[src/rtl/button_color_sel.sv]
`default_nettype none
// +-----------------------------------------------------------------------+
// | button_color_sel: debounced push-button that steps/resets a colour    |
// | index and drives one-hot RGB LED enables.       Rev 1.0               |
// +-----------------------------------------------------------------------+
module button_color_sel #(
  parameter int DEBOUNCE_CYCLES = 120000,
  parameter int LONG_CYCLES     = 12000000,
  parameter int NUM_COLORS      = 3
) (
  input  logic       clk,
  input  logic       rst,
  input  logic       btn_n,
  output logic [2:0] color,
  output logic       press_pulse,
  output logic       long_pulse,
  output logic       btn_level,
  output logic       red_led,
  output logic       green_led,
  output logic       blue_led
);

  localparam int DW = $clog2(DEBOUNCE_CYCLES);
  localparam int HW = $clog2(LONG_CYCLES);
  localparam logic [DW-1:0] D_LAST = DW'(DEBOUNCE_CYCLES - 1);
  localparam logic [HW-1:0] H_LAST = HW'(LONG_CYCLES - 1);
  localparam logic [2:0]    C_LAST = 3'(NUM_COLORS - 1);

  localparam logic [1:0] ST_IDLE  = 2'd0;
  localparam logic [1:0] ST_HOLD  = 2'd1;
  localparam logic [1:0] ST_LATCH = 2'd2;

  logic          sync1_q, sync1_d;
  logic          sync2_q, sync2_d;
  logic          s;
  logic [DW-1:0] dcnt_q, dcnt_d;
  logic          btn_level_q, btn_level_d;
  logic [1:0]    state_q, state_d;
  logic [HW-1:0] hcnt_q, hcnt_d;
  logic [2:0]    color_q, color_d;
  logic          press_q, press_d;
  logic          long_q, long_d;
  logic          red_q, red_d;
  logic          green_q, green_d;
  logic          blue_q, blue_d;

  // Synchroniser idles released (1) so reset never looks like a press.
  always_comb begin
    sync1_d = btn_n;
    sync2_d = sync1_q;
  end

  assign s = ~sync2_q;

  always_comb begin
    dcnt_d      = dcnt_q;
    btn_level_d = btn_level_q;
    if (s == btn_level_q) begin
      dcnt_d = '0;
    end else if (dcnt_q == D_LAST) begin
      btn_level_d = s;
      dcnt_d      = '0;
    end else begin
      dcnt_d = dcnt_q + 1'b1;
    end
  end

  always_comb begin
    state_d = state_q;
    hcnt_d  = hcnt_q;
    color_d = color_q;
    press_d = 1'b0;
    long_d  = 1'b0;
    case (state_q)
      ST_IDLE: begin
        if (btn_level_q) begin
          state_d = ST_HOLD;
          hcnt_d  = '0;
        end
      end
      ST_HOLD: begin
        if (!btn_level_q) begin
          press_d = 1'b1;
          color_d = (color_q == C_LAST) ? 3'd0 : color_q + 3'd1;
          state_d = ST_IDLE;
        end else if (hcnt_q == H_LAST) begin
          long_d  = 1'b1;
          color_d = 3'd0;
          state_d = ST_LATCH;
        end else begin
          hcnt_d = hcnt_q + 1'b1;
        end
      end
      ST_LATCH: begin
        // Held after a long press: release is silent, no auto-repeat.
        if (!btn_level_q) state_d = ST_IDLE;
      end
      default: state_d = ST_IDLE;
    endcase
    red_d   = (color_d == 3'd0);
    green_d = (color_d == 3'd1);
    blue_d  = (color_d == 3'd2);
  end

  always_ff @(posedge clk) begin
    if (rst) begin
      sync1_q     <= 1'b1;
      sync2_q     <= 1'b1;
      dcnt_q      <= '0;
      btn_level_q <= 1'b0;
      state_q     <= ST_IDLE;
      hcnt_q      <= '0;
      color_q     <= 3'd0;
      press_q     <= 1'b0;
      long_q      <= 1'b0;
      red_q       <= 1'b1;
      green_q     <= 1'b0;
      blue_q      <= 1'b0;
    end else begin
      sync1_q     <= sync1_d;
      sync2_q     <= sync2_d;
      dcnt_q      <= dcnt_d;
      btn_level_q <= btn_level_d;
      state_q     <= state_d;
      hcnt_q      <= hcnt_d;
      color_q     <= color_d;
      press_q     <= press_d;
      long_q      <= long_d;
      red_q       <= red_d;
      green_q     <= green_d;
      blue_q      <= blue_d;
    end
  end

  assign color       = color_q;
  assign press_pulse = press_q;
  assign long_pulse  = long_q;
  assign btn_level   = btn_level_q;
  assign red_led     = red_q;
  assign green_led   = green_q;
  assign blue_led    = blue_q;

endmodule
`default_nettype wire

[config.mk]
export PLATFORM = sky130hd
export DESIGN_NAME = button_color_sel
export DESIGN_NICKNAME = d
export VERILOG_FILES = /design/src/rtl/button_color_sel.sv
export SDC_FILE = /design/constraint.sdc
export NUM_CORES = 1
export LEC_CHECK = 0
export ABC_CLOCK_PERIOD_IN_PS = 3300
export CORE_MARGIN = 8
export CORE_UTILIZATION = 57
export CTS_BUF_LIST = sky130_fd_sc_hd__clkbuf_4
export DETAILED_ROUTE_END_ITERATION = 7
export PLACE_DENSITY = 0.8
export RECOVER_POWER = 50
export SLEW_MARGIN = 20
export SYNTH_ARGS = -nofsm -noshare
export SYNTH_HDL_FRONTEND = slang
export SYNTH_SLANG_ARGS = --single-unit
[constraint.sdc]
create_clock -name clk -period 3.3 [get_ports clk]
set_input_delay 0.33 -clock clk [delete_from_list [all_inputs] [get_ports clk]]
set_output_delay 0.33 -clock clk [all_outputs]
set_load 0.02 [all_outputs]
==> results of run 1 <==
==> logic make-up (layout without fill, tap and decap cells) <==
group / after synthesis / after routing
AOI/OAI and AO/OA: 46 / 46
xor gates and xnor gates: 26 / 26
muxes: 1 / 1
adders and majority gates: 2 / 2
buffers and inverters: 22 / 28
and+or+nand+nor: 157 / 157
DFF: 54 / 54
==> synthesized netlist by cell type (all sizes together), types with 7 or more instances <==
library cell	instances	area [um^2]
dfxtp	54	1081
a21oi	14	73.82
nand3	13	70.07
o21ai	8	40.04
and3	7	43.79
xnor2	15	131.4
clkbuf	8	31.28
inv	8	30.03
nor3	12	65.06
nand4	12	81.33
and4	7	61.31
xor2	11	96.34
nand2	32	120.1
nor2	39	146.4
==> routing by layer <==
| layer | vias to the layer above | GRT usage [%] | share of wire [%] |
|---|---|---|---|
| li1 | 1108 | - | - |
| met2 | 48 | 22.81 | 46 |
| met4 | 0 | 3.925 | 0.85 |
| met5 | - | 0 | 0 |
| met1 | 1007 | 18.34 | 49 |
| met3 | 4 | 3.516 | 4.3 |
==> worst paths after layout <==
| kind | startpoint | to | slack [ns] |
|---|---|---|---|
| setup / recovery | btn_level | hcnt_q[17] | 0.72 |
| hold / removal | sync1_q | sync2_q | 0.43 |
| setup reg to reg | btn_level | hcnt_q[17] | 0.72 |
| hold reg to reg | sync1_q | sync2_q | 0.43 |
==> power by group through the flow <==
stage | registers (mW) | logic (mW) | clock network [mW]
after floorplan | 0.674 | 0.0229 | 0
after global placement | 0.674 | 0.0323 | 0
after detailed placement | 0.674 | 0.0328 | 0
after CTS | 0.660 | 0.0329 | 0.377
after global routing | 0.661 | 0.0351 | 0.401
final | 0.660 | 0.0316 | 0.368
==> worst reg2reg max path, delay by kind of cell (launching register included) <==
family                 cells  cell delay, ns
buffers and inverters      1            0.34
and+or+nand+nor            2            0.31
DFF                        1            0.68
AOI/OAI and AO/OA          2            1.16
==> sequential cells by signal (all words and copies together) (netlist names), 2 cells and up <==
signal / cells
dcnt_q: 17
color: 3
hcnt_q: 24
state_q: 2
==> layout make-up <==
class	count	area share [%]
multi-input combinational	232	50.67
inverter	8	1.076
clock buffer	5	1.345
timing repair buffer	12	4.215
clock inverter	3	1.614
tap	52	2.332
sequential	54	38.74
==> placed cells by master, fill, tap and decap left out, types with 2 or more instances in the layout <==
master / count
nand2b_1: 3
and4_1: 7
clkbuf_4: 5
dlygate4sd3_1: 9
o31ai_1: 2
o22a_1: 2
and2_0: 2
and2_1: 2
a31oi_1: 3
nor2_1: 39
or4_1: 6
a211oi_1: 2
a21oi_1: 13
nand3_1: 13
or2_2: 3
a31o_2: 4
o21ai_0: 8
or3_1: 6
inv_1: 8
nor4_1: 4
nand2_1: 32
o211ai_1: 3
dfxtp_1: 54
nor2b_1: 2
nor3_1: 12
xor2_1: 11
nand4_1: 11
clkinvlp_4: 2
ha_1: 2
clkdlybuf4s50_1: 2
xnor2_1: 15
and3_1: 7
==> per-stage QoR <==
stage	std cells	cell area (um^2)	hold WS, ns	utilization [%]	setup WS [ns]
after CTS	366	2811	0.4273	64.13	1.064
after floorplan	308	2623	0.3895	-	1.622
final	366	2790	0.4269	63.64	0.7163
after detailed placement	358	2729	0.3981	62.24	0.9430
after global routing	366	2790	0.4420	63.64	0.4813
after global placement	358	2729	0.3936	62.24	0.9745
==> impl_metrics.json, run 1 <==
{
  "status": "finished clean",
  "first_pass_iters": 4,
  "area_delta_synth_final_pct": 6.393,
  "p_comb_share_pct": 3.0,
  "slew-limit-headroom_pct": 23.54,
  "die_h_um": 83.83,
  "ant_nets": 0,
  "layout-drive-gt1-share_pct": 7.006,
  "initial_utilization_pct": 59.82,
  "setup_tns_ns": 0,
  "cts_tree": "yes",
  "antenna_found_initial": 0,
  "p_total_mw": 1.060,
  "power.leakage_nw": 0.9391,
  "finalHoldViolations": 0,
  "path_buf_inv": 1,
  "routed_wl_um": 4958,
  "syn_area_per_cell_um2": 8.515,
  "p_sw_mw": 0.2319,
  "clock_path_buffers": 2,
  "critPathMaxStageDelay_ns": 0.93,
  "synth_cell_types": 54,
  "yosys.area_share.xor_xnor_pct": 8.683,
  "syn_area_mm2": 0.002623,
  "fmax_ghz": 0.3870,
  "num_io_pins": 12,
  "cp-end-kind": "register",
  "grtUsageTotal_pct": 14.24,
  "pwr_density_cell_mw_per_mm2": 379.9,
  "ctsResizeCount": 0,
  "min_path_cells": 1,
  "ir_drop_mv": 0.2628,
  "vias_per_cell": 5.921,
  "dieArea_mm2": 0.007027,
  "sw_frac_of_total_pct": 21.88,
  "cts_root_buffer": "clkbuf_4",
  "cts_buffers": 5,
  "grt_pass1_vias": 1989,
  "drc": 0,
  "cp_top_family": "compound AO/OA/AOI/OAI gates",
  "vias": 2167,
  "slew_violations": 0,
  "crit_slowest_cell": "o21ai_0",
  "crit_required_ns": 3.58,
  "async_flop_share_pct": 0,
  "worstPathArrival_ns": 2.87,
  "reg2regPathDepth": 5,
  "placementRows": 24,
  "synth-simple-area-share_pct": 32.82,
  "grt_pass1_wl_um": 8818,
  "gp_congestion": 0.8571,
  "seq_power_share_pct": 62.3,
  "yosys-mux-area-fraction_pct": 0.4294,
  "synth_top_family_by_area": "simple AND/OR/NAND/NOR gates",
  "synth_edf_count": 0,
  "insertion_delay_ns": 0.37,
  "htreeDepth": 2,
  "drt-initial-drc-count": 181,
  "n_antenna_cell": 0,
  "multiInputGateArea_mm2": 0.001414,
  "cts.clk_slew.worst_paths_ns": 0.16,
  "clock_skew_ns": 0.008505,
  "fin_crit_sh_pct": 78.30,
  "fill_cells": 373,
  "crit_cells": 5,
  "core_mm2": 0.004384,
  "clock_power_share_pct": 34.7,
  "grt_overflow": 0,
  "internal_power_mw": 0.8280,
  "tightest_slew_ns": 1.135,
  "wl_per_cell_um": 13.55,
  "io_buffers": 11,
  "cp-start-kind": "register",
  "setup_violations": 0,
  "syn-num-nets": 313,
  "die_x_um": 83.83,
  "cts_sinks": 54,
  "synth-compound-area-share_pct": 11.83,
  "period_needed_ns": 2.584,
  "netlist_instances": 308,
  "synth_fa_ha_area_share_pct": 0.9542,
  "rsz0062_at_grt": "no",
  "cts_hold_buf": 0,
  "ys_seq_area_share_pct": 41.22,
  "yosysWarnings": 0,
  "path_class": "register to register",
  "ys_ff_latch": 54,
  "crit_fanout": 16,
  "grt_max_degree": 18,
  "layout.nets": 318,
  "drv.max_cap_violation_count": 0,
  "cp_cell_sequence": "nand2b_1, o21ai_0, buf_4, nor2_1, a31o_2",
  "cts_setup_buffers": 0,
  "final-seq-area_mm2": 0.001081,
  "hpwl_um": 3495,
  "hold_class": "register to register",
  "synthFlopType": "dfxtp_1"
}
Power figures use the tool's default switching activity.
==> inputs of run 2 (changes only) <==
--- a/config.mk
+++ b/config.mk
@@ -5,7 +5,7 @@
 export SDC_FILE = /design/constraint.sdc
 export NUM_CORES = 1
 export LEC_CHECK = 0
-export ABC_CLOCK_PERIOD_IN_PS = 3300
+export ABC_CLOCK_PERIOD_IN_PS = 2520
 export CORE_MARGIN = 8
 export CORE_UTILIZATION = 57
 export CTS_BUF_LIST = sky130_fd_sc_hd__clkbuf_4
==> constraint.sdc (replaced) <==
create_clock -name clk -period 2.52 [get_ports clk]
set_input_delay 0.252 -clock clk [delete_from_list [all_inputs] [get_ports clk]]
set_output_delay 0.252 -clock clk [all_outputs]
set_load 0.02 [all_outputs]
==> run 2 against run 1 <==
Total power grew 42%. Die area is the same. Largest cell class unchanged. Maximum frequency grew 16%. Global-route usage grew 0.14 points. First-iteration DRC count shrank 38%. Cell area grew 1.7%. Core utilization grew 1.1 points. Worst setup slack lost 0.43 ns. Largest power group unchanged. Sequential cell count is the same. Routed wire length grew 2.0%.
==> impl_metrics.json, run 2 (synthesis gave the netlist of run 1 again) <==
{
  "status": "finished clean",
  "vias_per_cell": 5.813,
  "ctsResizeCount": 0,
  "die_h_um": 83.83,
  "min_path_cells": 2,
  "htreeDepth": 2,
  "num_io_pins": 12,
  "setup_violations": 0,
  "cts_sinks": 54,
  "grt_pass1_wl_um": 8687,
  "layout_common_cells": "54 x dfxtp_1, 39 x nor2_1, 32 x nand2_1, 15 x xnor2_1",
  "crit_required_ns": 2.76,
  "io_buffers": 11,
  "largest_reg_flops": 24,
  "vias": 2145,
  "insertion_delay_ns": 0.37,
  "reg2regPathDepth": 5,
  "drv.max_cap_violation_count": 0,
  "drt-initial-drc-count": 113,
  "area_delta_synth_final_pct": 8.158,
  "dieArea_mm2": 0.007027,
  "gp_congestion": 0.8671,
  "fill_cells": 386,
  "regMostFlops": "hcnt_q",
  "grt_overflow": 0,
  "placementRows": 24,
  "grtUsageTotal_pct": 14.39,
  "grt_max_degree": 18,
  "cp-end-kind": "register",
  "p_total_mw": 1.501,
  "r2r_setup_slack_ns": 0.29,
  "ir_drop_mv": 0.3752,
  "crit_fanout": 10,
  "antenna_found_initial": 0,
  "core_mm2": 0.004384,
  "cts_tree": "yes",
  "grt_pass1_vias": 1943,
  "cts_setup_buffers": 0,
  "period_needed_ns": 2.235,
  "layout-drive-gt1-share_pct": 7.886,
  "cts_root_buffer": "clkbuf_4",
  "n_antenna_cell": 0,
  "finalHoldViolations": 0,
  "placed_cells": 361,
  "hold_ws_ns": 0.4238,
  "hold_class": "input pin to register",
  "power.leakage_nw": 0.9763,
  "final_cell_area_mm2": 0.002836,
  "cts_hold_buf": 0,
  "ant_nets": 0,
  "routed_wl_um": 5057,
  "clock_path_buffers": 2,
  "slew-limit-headroom_pct": 38.29,
  "place_ws_ns": 0.4581,
  "tightest_slew_ns": 0.9194,
  "fmax_ghz": 0.4475,
  "cts.clk_slew.worst_paths_ns": 0.15,
  "first_pass_iters": 4,
  "fin_cells": 369,
  "pwr_density_cell_mw_per_mm2": 529.4,
  "fin_crit_sh_pct": 88.69,
  "drc": 0,
  "setup_tns_ns": 0,
  "final_common_cell": "dfxtp_1",
  "path_class": "register to register",
  "place_area_mm2": 0.002751,
  "wl_per_cell_um": 13.70,
  "die_x_um": 83.83,
  "slew_violations": 0,
  "cts_buffers": 5,
  "cp-start-kind": "register",
  "hpwl_um": 3511,
  "setup_slack_ns": 0.2851,
  "layout.nets": 321,
  "clock_skew_ns": 0.006105,
  "utilization_pct": 64.70,
  "rsz0062_at_grt": "no",
  "worstPathArrival_ns": 2.47,
  "initial_utilization_pct": 59.82
}
run 2: power breakdown:
part           total, mW  switching [mW]  internal (mW)
clock              0.591           0.281          0.311
sequential         0.865         0.00601          0.859
combinational     0.0453          0.0251         0.0203
total               1.50           0.312           1.19
run 2: layout make-up:
cell class | instances | area [um^2] | share of cell area (%)
clock buffer | 5 | 37.54 | 1.323
clock inverter | 3 | 68.82 | 2.426
inverter | 8 | 30.03 | 1.059
multi-input combinational | 232 | 1414 | 49.85
sequential | 54 | 1081 | 38.11
tap | 52 | 65.06 | 2.294
timing repair buffer | 15 | 140.1 | 4.940
run 2: worst max-delay path: stages (launching register included):
cell and delay [ns]:
dfxtp_1 0.44, and4_1 0.45, nand3_1 0.21, nor3_1 0.73
or4_1 0.22, a21oi_1 0.06
run 2: layer usage:
layer  part of all wire (%)  vias up  GRT usage (%)
met5                      0        -              0
met4                    1.4        0          6.436
met3                    2.9        4          3.418
met2                     45       34          21.75
met1                     50      993          18.74
li1                       -     1114              -
run 2: final timing paths:
kind                    end       from
setup / recovery  hcnt_q[4]  hcnt_q[2]
hold / removal      sync1_q      btn_n
setup reg to reg  hcnt_q[4]  hcnt_q[2]
hold reg to reg     sync2_q    sync1_q
==> inputs of run 3 (changes only) <==
--- a/config.mk
+++ b/config.mk
@@ -12,7 +12,8 @@
 export DETAILED_ROUTE_END_ITERATION = 7
 export PLACE_DENSITY = 0.8
 export RECOVER_POWER = 50
-export SLEW_MARGIN = 20
+export SLEW_MARGIN = 5
 export SYNTH_ARGS = -nofsm -noshare
 export SYNTH_HDL_FRONTEND = slang
 export SYNTH_SLANG_ARGS = --single-unit
+export TNS_END_PERCENT = 1
==> results of run 3 <==
No change in the layout: final DEF, timing and power equal those of run 2.
